`src/rtl/seq_code_lock.sv`:
```
// Keypad combination lock: buffers a full code entry, compares on ENTER, auto-relocks, reprogrammable while open.
// Optional LOCKOUT state after MAX_FAIL wrong attempts is built only when SEQ_LOCK_LOCKOUT_EN is defined.
`timescale 1ns/1ps
module seq_code_lock #(
    parameter int                            CODE_LEN       = 6,
    parameter int                            SYMBOL_W       = 1,
    parameter logic [CODE_LEN*SYMBOL_W-1:0]  DEFAULT_CODE   = 6'b101011,
    parameter int                            MAX_FAIL       = 3,
    parameter int                            OPEN_CYCLES    = 500,
    parameter int                            LOCKOUT_CYCLES = 1000
) (
    input  logic                              hz100,
    input  logic                              rst_n,
    input  logic                              key_valid,
    input  logic [SYMBOL_W-1:0]               key_data,
    input  logic                              key_enter,
    input  logic                              key_clear,
    input  logic                              key_prog,
    output logic                              unlocked,
    output logic                              alarm,
    output logic [2:0]                        state,
    output logic [$clog2(CODE_LEN+2)-1:0]     digit_cnt,
    output logic [$clog2(MAX_FAIL+1)-1:0]     fail_cnt
);
    localparam int CW   = CODE_LEN * SYMBOL_W;
    localparam int DW   = $clog2(CODE_LEN + 2);
    localparam int FW   = $clog2(MAX_FAIL + 1);
    localparam int TMAX = (OPEN_CYCLES > LOCKOUT_CYCLES) ? OPEN_CYCLES : LOCKOUT_CYCLES;
    localparam int TW   = (TMAX > 1) ? $clog2(TMAX) : 1;

    localparam logic [2:0] LOCKED  = 3'd0;
    localparam logic [2:0] ENTRY   = 3'd1;
    localparam logic [2:0] OPEN    = 3'd2;
    localparam logic [2:0] PROGRAM = 3'd3;

    localparam logic [DW-1:0] DIG_FULL  = DW'(CODE_LEN);
    localparam logic [DW-1:0] DIG_OVF   = DW'(CODE_LEN + 1);
    localparam logic [FW-1:0] FAIL_MAX  = FW'(MAX_FAIL);
    localparam logic [TW-1:0] OPEN_LAST = TW'(OPEN_CYCLES - 1);
`ifdef SEQ_LOCK_LOCKOUT_EN
    localparam logic [2:0]    LOCKOUT   = 3'd4;
    localparam logic [TW-1:0] LOCK_LAST = TW'(LOCKOUT_CYCLES - 1);
`endif

    logic [CW-1:0] entry_buf, buf_n;
    logic [CW-1:0] code, code_n;
    logic [TW-1:0] timer, timer_n;
    logic [2:0]    state_n;
    logic [DW-1:0] digit_n;
    logic [FW-1:0] fail_n;
    logic          capture, wrong, match;

    assign match = (digit_cnt == DIG_FULL) && (entry_buf == code);

    always_comb begin
        state_n = state;
        digit_n = digit_cnt;
        fail_n  = fail_cnt;
        buf_n   = entry_buf;
        code_n  = code;
        timer_n = timer;
        capture = 1'b0;
        wrong   = 1'b0;
        // Priority within each state: clear > enter > valid > prog
        case (state)
            LOCKED: begin
                if (key_clear) begin
                    digit_n = '0;
                end else if (key_enter) begin
                    digit_n = '0;
                    wrong   = 1'b1;
                end else if (key_valid) begin
                    capture = 1'b1;
                    state_n = ENTRY;
                end
            end
            ENTRY: begin
                if (key_clear) begin
                    state_n = LOCKED;
                    digit_n = '0;
                end else if (key_enter) begin
                    digit_n = '0;
                    if (match) begin
                        state_n = OPEN;
                        fail_n  = '0;
                        timer_n = '0;
                    end else begin
                        state_n = LOCKED;
                        wrong   = 1'b1;
                    end
                end else if (key_valid) begin
                    capture = 1'b1;
                end
            end
            OPEN: begin
                if (key_clear) begin
                    state_n = LOCKED;
                    digit_n = '0;
                    timer_n = '0;
                end else if (key_enter || key_valid) begin
                    timer_n = '0;
                end else if (key_prog) begin
                    state_n = PROGRAM;
                    digit_n = '0;
                    timer_n = '0;
                end else if (timer == OPEN_LAST) begin
                    state_n = LOCKED;
                    timer_n = '0;
                end else begin
                    timer_n = timer + 1'b1;
                end
            end
            PROGRAM: begin
                if (key_clear) begin
                    state_n = OPEN;
                    digit_n = '0;
                    timer_n = '0;
                end else if (key_enter) begin
                    digit_n = '0;
                    timer_n = '0;
                    if (digit_cnt == DIG_FULL) begin
                        code_n  = entry_buf;
                        state_n = LOCKED;
                    end else begin
                        state_n = OPEN;
                    end
                end else if (key_valid) begin
                    capture = 1'b1;
                end
            end
`ifdef SEQ_LOCK_LOCKOUT_EN
            LOCKOUT: begin
                if (timer == LOCK_LAST) begin
                    state_n = LOCKED;
                    fail_n  = '0;
                    timer_n = '0;
                end else begin
                    timer_n = timer + 1'b1;
                end
            end
`endif
            default: begin
                state_n = LOCKED;
                digit_n = '0;
                timer_n = '0;
            end
        endcase

        if (capture) begin
            buf_n = CW'({entry_buf, key_data});
            if (digit_cnt != DIG_OVF) digit_n = digit_cnt + 1'b1;
        end

        if (wrong) begin
            if (fail_cnt != FAIL_MAX) fail_n = fail_cnt + 1'b1;
`ifdef SEQ_LOCK_LOCKOUT_EN
            if (fail_n == FAIL_MAX) begin
                state_n = LOCKOUT;
                timer_n = '0;
            end
`endif
        end
    end

    always_ff @(posedge hz100 or negedge rst_n) begin
        if (!rst_n) begin
            state     <= LOCKED;
            unlocked  <= 1'b0;
            alarm     <= 1'b0;
            digit_cnt <= '0;
            fail_cnt  <= '0;
            entry_buf <= '0;
            code      <= DEFAULT_CODE;
            timer     <= '0;
        end else begin
            state     <= state_n;
            unlocked  <= (state_n == OPEN) || (state_n == PROGRAM);
`ifdef SEQ_LOCK_LOCKOUT_EN
            alarm     <= (state_n == LOCKOUT);
`else
            alarm     <= 1'b0;
`endif
            digit_cnt <= digit_n;
            fail_cnt  <= fail_n;
            entry_buf <= buf_n;
            code      <= code_n;
            timer     <= timer_n;
        end
    end
endmodule
```
`config.mk`:
```
export PLATFORM = sky130hd
export DESIGN_NAME = seq_code_lock
export DESIGN_NICKNAME = d
export VERILOG_FILES = /design/src/rtl/seq_code_lock.sv
export SDC_FILE = /design/constraint.sdc
export NUM_CORES = 1
export LEC_CHECK = 0
export CAP_MARGIN = 15
export CORE_UTILIZATION = 55
export DETAILED_ROUTE_END_ITERATION = 16
export HOLD_SLACK_MARGIN = 0.1
export PLACE_DENSITY_LB_ADDON = 0.15
export SLEW_MARGIN = 10
export SYNTH_ARGS = -nofsm -noshare
export SYNTH_HDL_FRONTEND = slang
export SYNTH_SLANG_ARGS = --single-unit
```
`constraint.sdc`:
```
create_clock -name hz100 -period 2 [get_ports hz100]
set_input_delay 0.4 -clock hz100 [delete_from_list [all_inputs] [get_ports hz100]]
set_output_delay 0.4 -clock hz100 [all_outputs]
set_load 0.01 [all_outputs]
```
**Yosys cells after proc, flatten, opt, wreduce, memory -nomap -nowiden**

Cells that the tools add are included.
W data, S select, Z words.

- Bits in registers: 31
- Logic and storage cells: 81
- Output and inout port bits: 10

- Mux-type cells: 48
- Bitwise gates (word level): 2
- Equality and inequality tests: 14
- $add $sub $neg: 3
- Reductions and logical operators: 7

Operator list:

| kind | number |
|---|---|
| $mux W10 | 9 |
| $mux W3 | 18 |
| $pmux W10 S4 | 1 |
| $mux W2 | 8 |
| $eq A3 B2 Y1 const B | 4 |
| $pmux W3 S4 | 1 |
| $add A10 B1 Y10 const B | 1 |
| $eq A10 B9 Y1 const B | 1 |
| $mux W1 | 9 |
| $ne A2 B2 Y1 const B | 4 |
| $eq A6 B6 Y1 | 1 |
| $ne A3 B3 Y1 const B | 2 |
| $pmux W3 S2 | 1 |
| $reduce_and A5 Y1 | 1 |
| $reduce_and A4 Y1 | 1 |
| $add A3 B1 Y3 const B | 1 |
| $eq A3 B1 Y1 const B | 1 |
| $eq A3 B3 Y1 const B | 1 |
| $logic_not A3 Y1 | 1 |
| $reduce_or A3 Y1 | 1 |
| $add A2 B1 Y2 const B | 1 |
| $logic_or A1 B1 Y1 | 2 |
| $not A1 Y1 | 2 |
| $pmux W1 S2 | 1 |
| $logic_and A1 B1 Y1 | 1 |

**Longest topological paths before layout**

Gate-level depths: netlist of the first run.

- Word-level depth: 8
- Gate-level depth with buffers: 7

**Worst setup path before layout of the first run**

Ideal clock, no wire load.

- Path kind: register -> register
- Start point: reg state[2]
- End point: reg timer[7]
- Library setup time: 74 ps
- Path slack: 138 ps
- Data required time: 1926 ps
- Stages on the path, launching flop included: 6
- Arrival: 1788 ps
- Period minus slack after synthesis: 1862 ps
- Cells stage by stage: dfrtp_1 -> or4b_4 -> a311o_1 -> nor4_1 -> a21oi_1 -> o21ai_2

- Word-level cells in the longest chain between the ends: 3

Ends and longest elaborated chain:

| element | RTL line | RTL |
|---|---|---|
| start, declared | 21 | `output logic [2:0] state,` |
| start signal, assigned | 176 | `state <= state_n;` |
| $eq A3 B2 Y1 (tied with other cells) | 65 | `case (state)` |
| $ne A3 B3 Y1 (no line) (tied with other cells) | n/a |  |
| $reduce_and A5 Y1 (no line) | n/a |  |
| end signal, assigned | 187 | `timer <= timer_n;` |
| end, declared | 47 | `logic [TW-1:0] timer, timer_n;` |

Parallel ways exist; a longest one is shown, timed or not.
A chain may end at the register's enable or synchronous reset.

**Final worst setup path of the first run**

- Start point: reg code[3]
- End point: reg fail_cnt[0]

- Word-level cells in the longest chain between the ends: 8

Ends and longest elaborated chain:

| element | RTL line | RTL |
|---|---|---|
| start, declared | 46 | `logic [CW-1:0] code, code_n;` |
| start signal, assigned | 186 | `code <= code_n;` |
| $eq A6 B6 Y1 * | 53 | `assign match = (digit_cnt == DIG_FULL) && (entry_buf == code);` |
| $logic_and A1 B1 Y1 * | 53 |  |
| $mux W2 | 83 | `if (match) begin` |
| $mux W2 | 81 | `end else if (key_enter) begin` |
| $mux W2 | 78 | `if (key_clear) begin` |
| $mux W2 | 65 |  |
| $mux W2 | 155 | `if (fail_cnt != FAIL_MAX) fail_n = fail_cnt + 1'b1;` |
| $mux W2 * | 154 | `if (wrong) begin` |
| net fail_n[0] | 50 | `logic [FW-1:0] fail_n;` |
| end signal, assigned | 184 | `fail_cnt <= fail_n;` |
| end, declared | 23 | `output logic [$clog2(MAX_FAIL+1)-1:0] fail_cnt` |

Mark *: on every way through the listed nets, which the timed path passes. The rest lies on a longest branch.

==> results.txt, run 1 <==
----------------------------------------------------
[STA]
  Worst clock skew on the final layout ... 7.88 ps
  Smallest hold slack ... 451 ps
  Max-slew violations ... 0
  Measured slew at the worst slew-check pin ... 489 ps
  Min cycle time layout ... 1940 ps
  Final period utilization ... 0.968
  Tightest slew margin relative to the limit ... 0.671
  RSZ-0062 raised after global routing ... false
  Worst-case setup margin in the final layout ... 64.1 ps
  Number of hold violations in the final report ... 0
  Number of failing setup endpoints in the final timing report ... 0
  Maximum achievable frequency ... 517 MHz

[Route]
  Vias ... 1,308
  Number of design-rule violations left by the first detailed-router iteration ... 61
  Remaining number of nets flagged by the antenna check after routing ... 0
  Drt via density ... 6.11
  Average wire per cell in the routed design ... 15.7 µm
  Number of search-and-repair iterations in the first detailed-routing pass ... 4
  Routed wire length ... 3.35 mm
  Detailed-route DRC error count ... 0

[Setup path]
  Data required time of the critical path ... 2230 ps
  Endpoint kind of the worst setup timing path ... flop
  Maximum fanout along the worst path ... 3
  Reg2reg path depth ... 6
  Crit Reg-Reg Startpoint ... code[3]
  Crit path kind ... flop to flop
  Crit path from ... code[3]
  Type of origin of the critical path ... flop
  Arrival @ worst endpoint ... 2170 ps

[Pwr]
  Power spent charging and discharging nets ... 0.362 mW
  Worst voltage drop across the vdd grid ... 667 µV
  Areal power density over the cells ... 733 mW/mm²
  Clock group share of total power ... 0.353
  Total power after layout ... 1.47 mW
  Sequential share of power ... 0.499
  Reported leakage power ... 0.882 nW
  Internal power ... 1.11 mW
  Fraction of power spent switching nets ... 0.246
  Logic gate share of total power ... 0.148

[Clock network]
  Clock tree root driver cell ... sky130_fd_sc_hd__clkbuf_4
  Clock edge transition at the registers on the reported setup and hold paths ... 100 ps
  Number of sinks on the clock net ... 31
  CTS tree ... done
  Bufs on Longest Clock Path ... 2
  Total clock buffers created by CTS ... 5
  Number of H-tree levels ... 2
  Worst-Skew Late Latency ... 330 ps
  Post-CTS Setup Bufs ... 0

[Floorplanning]
  Chip Height ... 56.6 µm
  Number of rows in the core area ... 19
  Core Footprint ... 0.00278 mm²
  Die Outline Area ... 0.00320 mm²
  Horizontal die dimension ... 56.6 µm
  Number of top-level pins ... 17
  Initial standard-cell utilization of the core ... 0.589

[Synth]
  Count of cell types in the netlist ... 48
  Combined area of all synthesized cells ... 0.00164 mm²
  Number of storage elements in the synthesis netlist ... 31
  Average footprint of a synthesized cell ... 10.9 µm²
  Instance count of the mapped netlist ... 150
  Seq/Total Area, Yosys ... 0.477
  Post-synth EDFFs ... 0
  Most used DFF post-synth ... sky130_fd_sc_hd__dfrtp_1
  Post-synth ARST share ... 1.00
  Total of warnings raised by yosys ... 0

[Global routing]
  Wire length of the first global-routing pass ... 5.80 mm
  Overall overflow remaining after global route ... 0
  Number of global-route vias before repair ... 1,287
  Antenna violations before repair ... 0
  Pin count of the biggest net entering global routing ... 32
  Global-route usage over all layers ... 0.236

[Placement]
  HPWL reported at the end of detailed placement ... 2.40 mm
  Final weighted congestion in routability-driven placement ... 0.845
  Placement-stage cell area ... 0.00191 mm²
  Port-buffer cells ... 15
  Dpl ws ... -283 ps

[Layout]
  Number of filler cells placed in the layout ... 214
  Fraction of layout instances using a drive strength above 1 ... 0.262
  Number of nets in the layout ... 194
  Most common library cell in the layout ignoring fill and taps ... sky130_fd_sc_hd__dfrtp_1
  Number of antenna cells inserted ... 0
  Area overhead of the layout relative to synthesis ... 22.5%
  Post-Layout Inst Area ... 0.00201 mm²
  Most frequent cells in the layout ... 27 x sky130_fd_sc_hd__dfrtp_1, 15 x sky130_fd_sc_hd__clkdlybuf4s50_1, 15 x sky130_fd_sc_hd__buf_4

[Run status]
  Status ... finished, final reports clean

[Job]
  Maxcap violations ... 0

[Hold path]
  Worst hold-check path type ... input port to asynchronous set/reset pin

----------------------------------------------------
## path summary, 6_finish.rpt
kind | endpoint | slack [ps]
max | fail_cnt[0] | 60
min | unlocked | 450
max reg2reg | fail_cnt[0] | 60
min reg2reg | timer[8] | 500
max in group asynchronous | code[0] | 1220
min in group hz100 | timer[8] | 500
## power by group through the flow
stage | combinational, mW | sequential [mW] | clock [mW]
6_report | 0.218 | 0.735 | 0.519
5_1_grt | 0.243 | 0.743 | 0.556
4_1_cts | 0.221 | 0.737 | 0.531
3_5_place_dp | 0.222 | 0.750 | 0
3_3_place_gp | 0.214 | 0.744 | 0
2_1_floorplan | 0.113 | 0.748 | 0
## metal layers
metal	GRT usage	part of all wire	vias up
li1	-	-	614
met1	0.294	0.41	637
met2	0.390	0.51	48
met3	0.0645	0.058	9
met4	0.0906	0.021	0
met5	0	0	-
## per-stage QoR
step	TNS (ps)	instances	utilization
final	0	214	0.722
after floorplan	0	151	-
after detailed placement	-2590	206	0.687
after global routing	0	214	0.722
after global placement	-1530	206	0.687
after CTS	0	214	0.719
## area by class of cell
cell class                      instances  area (µm²)  area share
Clock buffer                            6        51.3      0.0256
Multi-Input combinational cell        108         816       0.406
Inverter                                6        22.5      0.0112
Tap cell                               31        38.8      0.0193
Sequential cell                        31         781       0.389
Clock inverter                          2        35.0      0.0175
Timing Repair Buffer                   30         263       0.131
## logic make-up after synthesis
family          Yosys count  synth area share
simple gates             43             0.154
fa+ha+maj                 5            0.0382
mux                      15             0.102
compound gates           37             0.161
other cells               1           0.00229
buf+inv                  12            0.0328
xor+xnor                  6            0.0321
flops                    31             0.477
## cells in the mapped netlist (2+ instances only)
cell type | count | area share
sky130_fd_sc_hd__dfrtp_1 | 27 | 0.41
sky130_fd_sc_hd__mux2_2 | 13 | 0.089
sky130_fd_sc_hd__a21oi_1 | 9 | 0.027
sky130_fd_sc_hd__nand3_1 | 7 | 0.021
sky130_fd_sc_hd__inv_1 | 6 | 0.014
sky130_fd_sc_hd__nand2_1 | 6 | 0.014
sky130_fd_sc_hd__nor2_1 | 6 | 0.014
sky130_fd_sc_hd__ha_1 | 5 | 0.038
sky130_fd_sc_hd__dfstp_2 | 4 | 0.064
sky130_fd_sc_hd__nand2b_1 | 4 | 0.015
sky130_fd_sc_hd__o21ai_0 | 4 | 0.012
sky130_fd_sc_hd__xnor2_1 | 4 | 0.021
sky130_fd_sc_hd__a31oi_1 | 3 | 0.011
sky130_fd_sc_hd__nor2b_1 | 3 | 0.011
sky130_fd_sc_hd__nor4_1 | 3 | 0.011
sky130_fd_sc_hd__o21a_1 | 3 | 0.014
sky130_fd_sc_hd__o21ai_1 | 3 | 0.0092
sky130_fd_sc_hd__a21boi_1 | 2 | 0.0092
sky130_fd_sc_hd__and3_1 | 2 | 0.0076
sky130_fd_sc_hd__buf_4 | 2 | 0.0092
sky130_fd_sc_hd__clkbuf_1 | 2 | 0.0046
sky130_fd_sc_hd__nand4_1 | 2 | 0.0076
sky130_fd_sc_hd__nor3_1 | 2 | 0.0061
sky130_fd_sc_hd__o22ai_1 | 2 | 0.0076
sky130_fd_sc_hd__or3_1 | 2 | 0.0076
sky130_fd_sc_hd__xor2_1 | 2 | 0.011
## repair_timing
item,CTS,global route
setup endpoints to repair,5,2
resized for setup,1,2
hold buffers,0,0
pin swaps,0,1
## worst max-delay path: stages (launching register included)
cell,delay (ps)
sky130_fd_sc_hd__dfstp_2,550
sky130_fd_sc_hd__xnor2_1,120
sky130_fd_sc_hd__nand3_1,110
sky130_fd_sc_hd__nor4_1,490
sky130_fd_sc_hd__buf_4,210
sky130_fd_sc_hd__a21boi_0,100
sky130_fd_sc_hd__mux2_2,270
## flip-flops by register name, summed over array words and instances (netlist names)
register,cells
unlocked,1
state,3
digit_cnt,3
timer,10
entry_buf,6
fail_cnt,2
code,6
No activity file was read; power rests on OpenSTA's default activity.
==> run 2, diff against run 1 <==
Settings changed: REMOVE_ABC_BUFFERS set to 1.
==> results.txt, run 2 (synthesized netlist as in run 1, its figures left out) <==
----------------------------------------------------
[Run status]
  Status ... finished, final reports clean

[Layout]
  Post-Layout Inst Area ... 0.00201 mm²
  Fraction of layout instances using a drive strength above 1 ... 0.257
  Most frequent cells in the layout ... 27 x sky130_fd_sc_hd__dfrtp_1, 15 x sky130_fd_sc_hd__clkdlybuf4s50_1, 15 x sky130_fd_sc_hd__buf_4
  Area overhead of the layout relative to synthesis ... 22.5%
  Number of antenna cells inserted ... 0
  Registers with the most flip-flops ... timer (10), code (6), entry_buf (6)
  Flip-flop count of the largest register, all copies and words added ... 10
  Register containing the most flip-flops in the final layout ... timer
  Number of nets in the layout ... 194
  Number of filler cells placed in the layout ... 207
  Most common library cell in the layout ignoring fill and taps ... sky130_fd_sc_hd__dfrtp_1
  Layout Utilization ... 0.721

[Setup path]
  Reg-to-reg slack, setup ... 180 ps
  Type of origin of the critical path ... input port
  Worst path cell trace ... clkdlybuf4s50_1 > or4b_4 > a311o_1 > nor2_1 > a21oi_1 > a21oi_2
  Arrival @ worst endpoint ... 2120 ps
  Buffer and inverter count on the worst path ... 1
  Slowest stage delay, CP ... 520 ps
  Endpoint kind of the worst setup timing path ... flop
  Reg2reg path depth ... 5
  Worst r2r dst ... timer[9]
  Maximum fanout along the worst path ... 6
  Data required time of the critical path ... 2270 ps
  Crit Reg-Reg Startpoint ... state[2]
  Cell family with the largest share of critical-path delay ... simple AND/OR/NAND/NOR gates
  Crit path kind ... input port to flop
  Crit path from ... key_clear
  Critical Path Slowest Stage Cell ... sky130_fd_sc_hd__or4b_4

[Pwr]
  Reported leakage power ... 0.882 nW
  Worst voltage drop across the vdd grid ... 773 µV
  Areal power density over the cells ... 735 mW/mm²

[Global routing]
  Layer with the highest usage after global routing ... met2
  Pin count of the biggest net entering global routing ... 32
  Overall overflow remaining after global route ... 0
  Wire length of the first global-routing pass ... 5.55 mm
  Number of global-route vias before repair ... 1,237
  Global-route track usage on met2 ... 0.356
  Global-route usage over all layers ... 0.227
  Met1 routing resource usage after global routing ... 0.303
  Antenna violations before repair ... 0
  Met3 Usage GRT ... 0.0576

[Job]
  Maxcap violations ... 0

[STA]
  Maximum achievable frequency ... 540 MHz
  Number of failing setup endpoints in the final timing report ... 0
  Number of hold violations in the final report ... 0
  Final period utilization ... 0.925
  Min cycle time layout ... 1850 ps
  Max-slew violations ... 0
  RSZ-0062 raised after global routing ... false
  TNS Setup ... 0 ps
  Worst clock skew on the final layout ... 7.11 ps

[Clock network]
  Bufs on Longest Clock Path ... 2
  CTS tree ... done
  Clock tree root driver cell ... sky130_fd_sc_hd__clkbuf_4
  Clock edge transition at the registers on the reported setup and hold paths ... 100 ps
  Number of hold buffers added after cts ... 0
  Total clock buffers created by CTS ... 5
  Post-CTS Setup Bufs ... 0
  Number of H-tree levels ... 2
  Number of sinks on the clock net ... 31
  Worst-Skew Late Latency ... 340 ps

[Route]
  Drt via density ... 6.00
  Average wire per cell in the routed design ... 15.1 µm
  Number of search-and-repair iterations in the first detailed-routing pass ... 4
  Vias ... 1,285
  Remaining number of nets flagged by the antenna check after routing ... 0
  Detailed-route DRC error count ... 0
  Routed wire length ... 3.22 mm
  Number of design-rule violations left by the first detailed-router iteration ... 31

[Placement]
  Final weighted congestion in routability-driven placement ... 0.851
  HPWL reported at the end of detailed placement ... 2.27 mm
  Port-buffer cells ... 15
  Placement-stage cell area ... 0.00191 mm²

[Floorplanning]
  Horizontal die dimension ... 56.6 µm
  Number of rows in the core area ... 19
  Chip Height ... 56.6 µm
  Die Outline Area ... 0.00320 mm²
  Initial standard-cell utilization of the core ... 0.589
  Number of top-level pins ... 17
  Core Footprint ... 0.00278 mm²

[Hold path]
  Worst hold-check path type ... input port to asynchronous set/reset pin

----------------------------------------------------
==> run 2: cell counts in the layout (fill, tap and decap cells not counted) <==
No cell type changed its count.
==> run 2: worst max-delay path by stage <==
| stage | slack (ps) | cells after the start | to |
|---|---|---|---|
| 2_1_floorplan | 140 | 5 | timer[7] |
| 3_3_place_gp | -240 | 6 | timer[7] |
| 3_5_place_dp | -260 | 6 | timer[7] |
| 4_1_cts | 40 | 6 | timer[0] |
| 5_1_grt | 50 | 6 | timer[7] |
| 6_report | 150 | 6 | timer[9] |
==> run 2: power by group <==
part	switching (mW)	leakage [nW]	internal, mW	total (mW)
sequential	0.0557	0.406	0.682	0.738
combinational	0.0860	0.428	0.132	0.218
clock	0.224	0.0482	0.295	0.519
total	0.366	0.882	1.11	1.47
==> run 2: stage by stage <==
step | hold WS [ps] | setup slack, ps | std cells | power (mW)
final | 444 | 149 | 214 | 1.47
after global routing | 470 | 45.0 | 214 | 1.55
after CTS | 445 | 43.4 | 214 | 1.50
after detailed placement | 487 | -259 | 206 | 0.974
after global placement | 462 | -241 | 206 | 0.957
after floorplan | 104 | 137 | 145 | 0.859
==> run 2: cell type report <==
cell class / count / area [µm²] / share of cell area
Clock inverter: 2 / 35.0 / 0.0175
Inverter: 6 / 22.5 / 0.0112
Sequential cell: 31 / 781 / 0.389
Timing Repair Buffer: 30 / 263 / 0.131
Tap cell: 31 / 38.8 / 0.0193
Multi-Input combinational cell: 108 / 815 / 0.406
Clock buffer: 6 / 51.3 / 0.0256
==> run 2: repair_timing <==
action / 4_1_cts / 5_1_grt
setup endpoints to repair: 0 / 10
hold endpoints to repair: 0 / 0
gates resized for setup: 0 / 2
==> run 2: layer usage <==
metal / part of all wire / vias up / routed length (µm)
li1: - / 612 / -
met1: 0.44 / 636 / 1420
met2: 0.49 / 31 / 1590
met3: 0.052 / 6 / 166
met4: 0.016 / 0 / 50
met5: 0 / - / 0
==> run 3, diff against run 2 <==
Settings changed: SKIP_LAST_GASP set to 1.
Clock period 2 ns to 2.32 ns, I/O delays scaled along.
==> results.txt, run 3 (synthesized netlist as in run 1, its figures left out) <==
----------------------------------------------------
[Clock network]
  Bufs on Longest Clock Path ... 2
  # resized after CTS ... 0
  Clock tree root driver cell ... sky130_fd_sc_hd__clkbuf_4
  Worst-Skew Late Latency ... 330 ps
  Number of sinks on the clock net ... 31
  CTS tree ... done
  Number of hold buffers added after cts ... 0
  Clock edge transition at the registers on the reported setup and hold paths ... 110 ps
  Post-CTS Setup Bufs ... 0
  Total clock buffers created by CTS ... 5
  Number of H-tree levels ... 2

[Route]
  Vias ... 1,252
  Detailed-route DRC error count ... 0
  Average wire per cell in the routed design ... 15.1 µm
  Number of design-rule violations left by the first detailed-router iteration ... 35
  Drt via density ... 6.20
  Number of search-and-repair iterations in the first detailed-routing pass ... 4
  Routed wire length ... 3.06 mm
  Remaining number of nets flagged by the antenna check after routing ... 0

[Run status]
  Status ... finished, final reports clean

[Global routing]
  Wire length of the first global-routing pass ... 5.22 mm
  Global-route usage over all layers ... 0.212
  Antenna violations before repair ... 0
  Overall overflow remaining after global route ... 0
  Number of global-route vias before repair ... 1,210
  Pin count of the biggest net entering global routing ... 32

[Placement]
  Final weighted congestion in routability-driven placement ... 0.815
  Port-buffer cells ... 15
  HPWL reported at the end of detailed placement ... 2.14 mm

[Setup path]
  Reg-to-reg slack, setup ... 280 ps
  Type of origin of the critical path ... flop
  Crit Reg-Reg Startpoint ... state[2]
  Maximum fanout along the worst path ... 8
  Worst r2r dst ... timer[7]
  Arrival @ worst endpoint ... 2290 ps
  Slowest stage delay, CP ... 610 ps
  Data required time of the critical path ... 2570 ps
  Buffer and inverter count on the worst path ... 0
  Worst path cell trace ... or4b_4 > a311o_1 > nor4_1 > a21oi_1 > o21ai_2
  Stages on the worst setup path ... 5
  Capturing instance or port of the critical path ... timer[7]
  Cell family with the largest share of critical-path delay ... simple AND/OR/NAND/NOR gates
  Critical Path Slowest Stage Cell ... sky130_fd_sc_hd__or4b_4
  Reg2reg path depth ... 5
  Crit path from ... state[2]
  Crit path kind ... flop to flop
  Endpoint kind of the worst setup timing path ... flop

[Pwr]
  Reported leakage power ... 0.823 nW
  Worst voltage drop across the vdd grid ... 743 µV
  Areal power density over the cells ... 661 mW/mm²
  Total power after layout ... 1.26 mW

[STA]
  RSZ-0062 raised after global routing ... false
  Number of hold violations in the final report ... 0
  TNS Setup ... 0 ps
  Tightest slew margin relative to the limit ... 0.666
  Maximum achievable frequency ... 490 MHz
  Measured slew at the worst slew-check pin ... 500 ps
  Final period utilization ... 0.880
  Max-slew violations ... 0
  Worst clock skew on the final layout ... 14.3 ps
  Number of failing setup endpoints in the final timing report ... 0
  Min cycle time layout ... 2040 ps
  Smallest hold slack ... 489 ps

[Layout]
  Most frequent cells in the layout ... 27 x sky130_fd_sc_hd__dfrtp_1, 15 x sky130_fd_sc_hd__clkdlybuf4s50_1, 13 x sky130_fd_sc_hd__mux2_2
  Number of filler cells placed in the layout ... 230
  Fraction of layout instances using a drive strength above 1 ... 0.193
  Area overhead of the layout relative to synthesis ... 16.5%
  Register containing the most flip-flops in the final layout ... timer
  Number of antenna cells inserted ... 0
  Number of nets in the layout ... 182
  Most common library cell in the layout ignoring fill and taps ... sky130_fd_sc_hd__dfrtp_1
  Registers with the most flip-flops ... timer (10), code (6), entry_buf (6)
  Flip-flop count of the largest register, all copies and words added ... 10

[Floorplanning]
  Number of top-level pins ... 17
  Chip Height ... 56.6 µm
  Horizontal die dimension ... 56.6 µm
  Core Footprint ... 0.00278 mm²
  Initial standard-cell utilization of the core ... 0.589
  Number of rows in the core area ... 19
  Die Outline Area ... 0.00320 mm²

[Hold path]
  Worst hold-check path type ... flop to flop

[Job]
  Maxcap violations ... 0

----------------------------------------------------
run 3: per-layer routing:
layer	share of wire	wire length, µm	GRT usage
met1	0.46	1390	0.264
met3	0.050	154	0.0553
met4	0.013	40	0.0627
met2	0.48	1470	0.361
met5	0	0	0
run 3: cell type report:
class / instances / area, µm² / area share
Clock buffer: 6 / 51.3 / 0.0269
Clock inverter: 2 / 35.0 / 0.0184
Inverter: 6 / 22.5 / 0.0118
Multi-Input combinational cell: 108 / 807 / 0.423
Sequential cell: 31 / 781 / 0.409
Tap cell: 31 / 38.8 / 0.0203
Timing Repair Buffer: 18 / 173 / 0.0905
run 3: how the worst min path moves through the flow:
stage,start,to,cells past startpoint
2_1_floorplan,rst_n,code[2],0
3_3_place_gp,timer[8],timer[8],1
3_5_place_dp,timer[8],timer[8],1
4_1_cts,timer[8],timer[8],1
5_1_grt,timer[8],timer[8],1
6_report,timer[8],timer[8],1
run 3: where the power goes:
group          internal, mW  switching (mW)
registers             0.588          0.0478
clock network         0.255           0.195
logic                 0.107          0.0685
run 3: per-stage QoR:
| step | utilization | area [µm²] | worst slack, ps | cells |
|---|---|---|---|---|
| after global routing | 0.686 | 1910 | 178 | 202 |
| after detailed placement | 0.655 | 1820 | -17.9 | 194 |
| final | 0.686 | 1910 | 279 | 202 |
| after CTS | 0.686 | 1910 | 317 | 202 |
| after floorplan | - | 1610 | 457 | 145 |
| after global placement | 0.655 | 1820 | 18.2 | 194 |
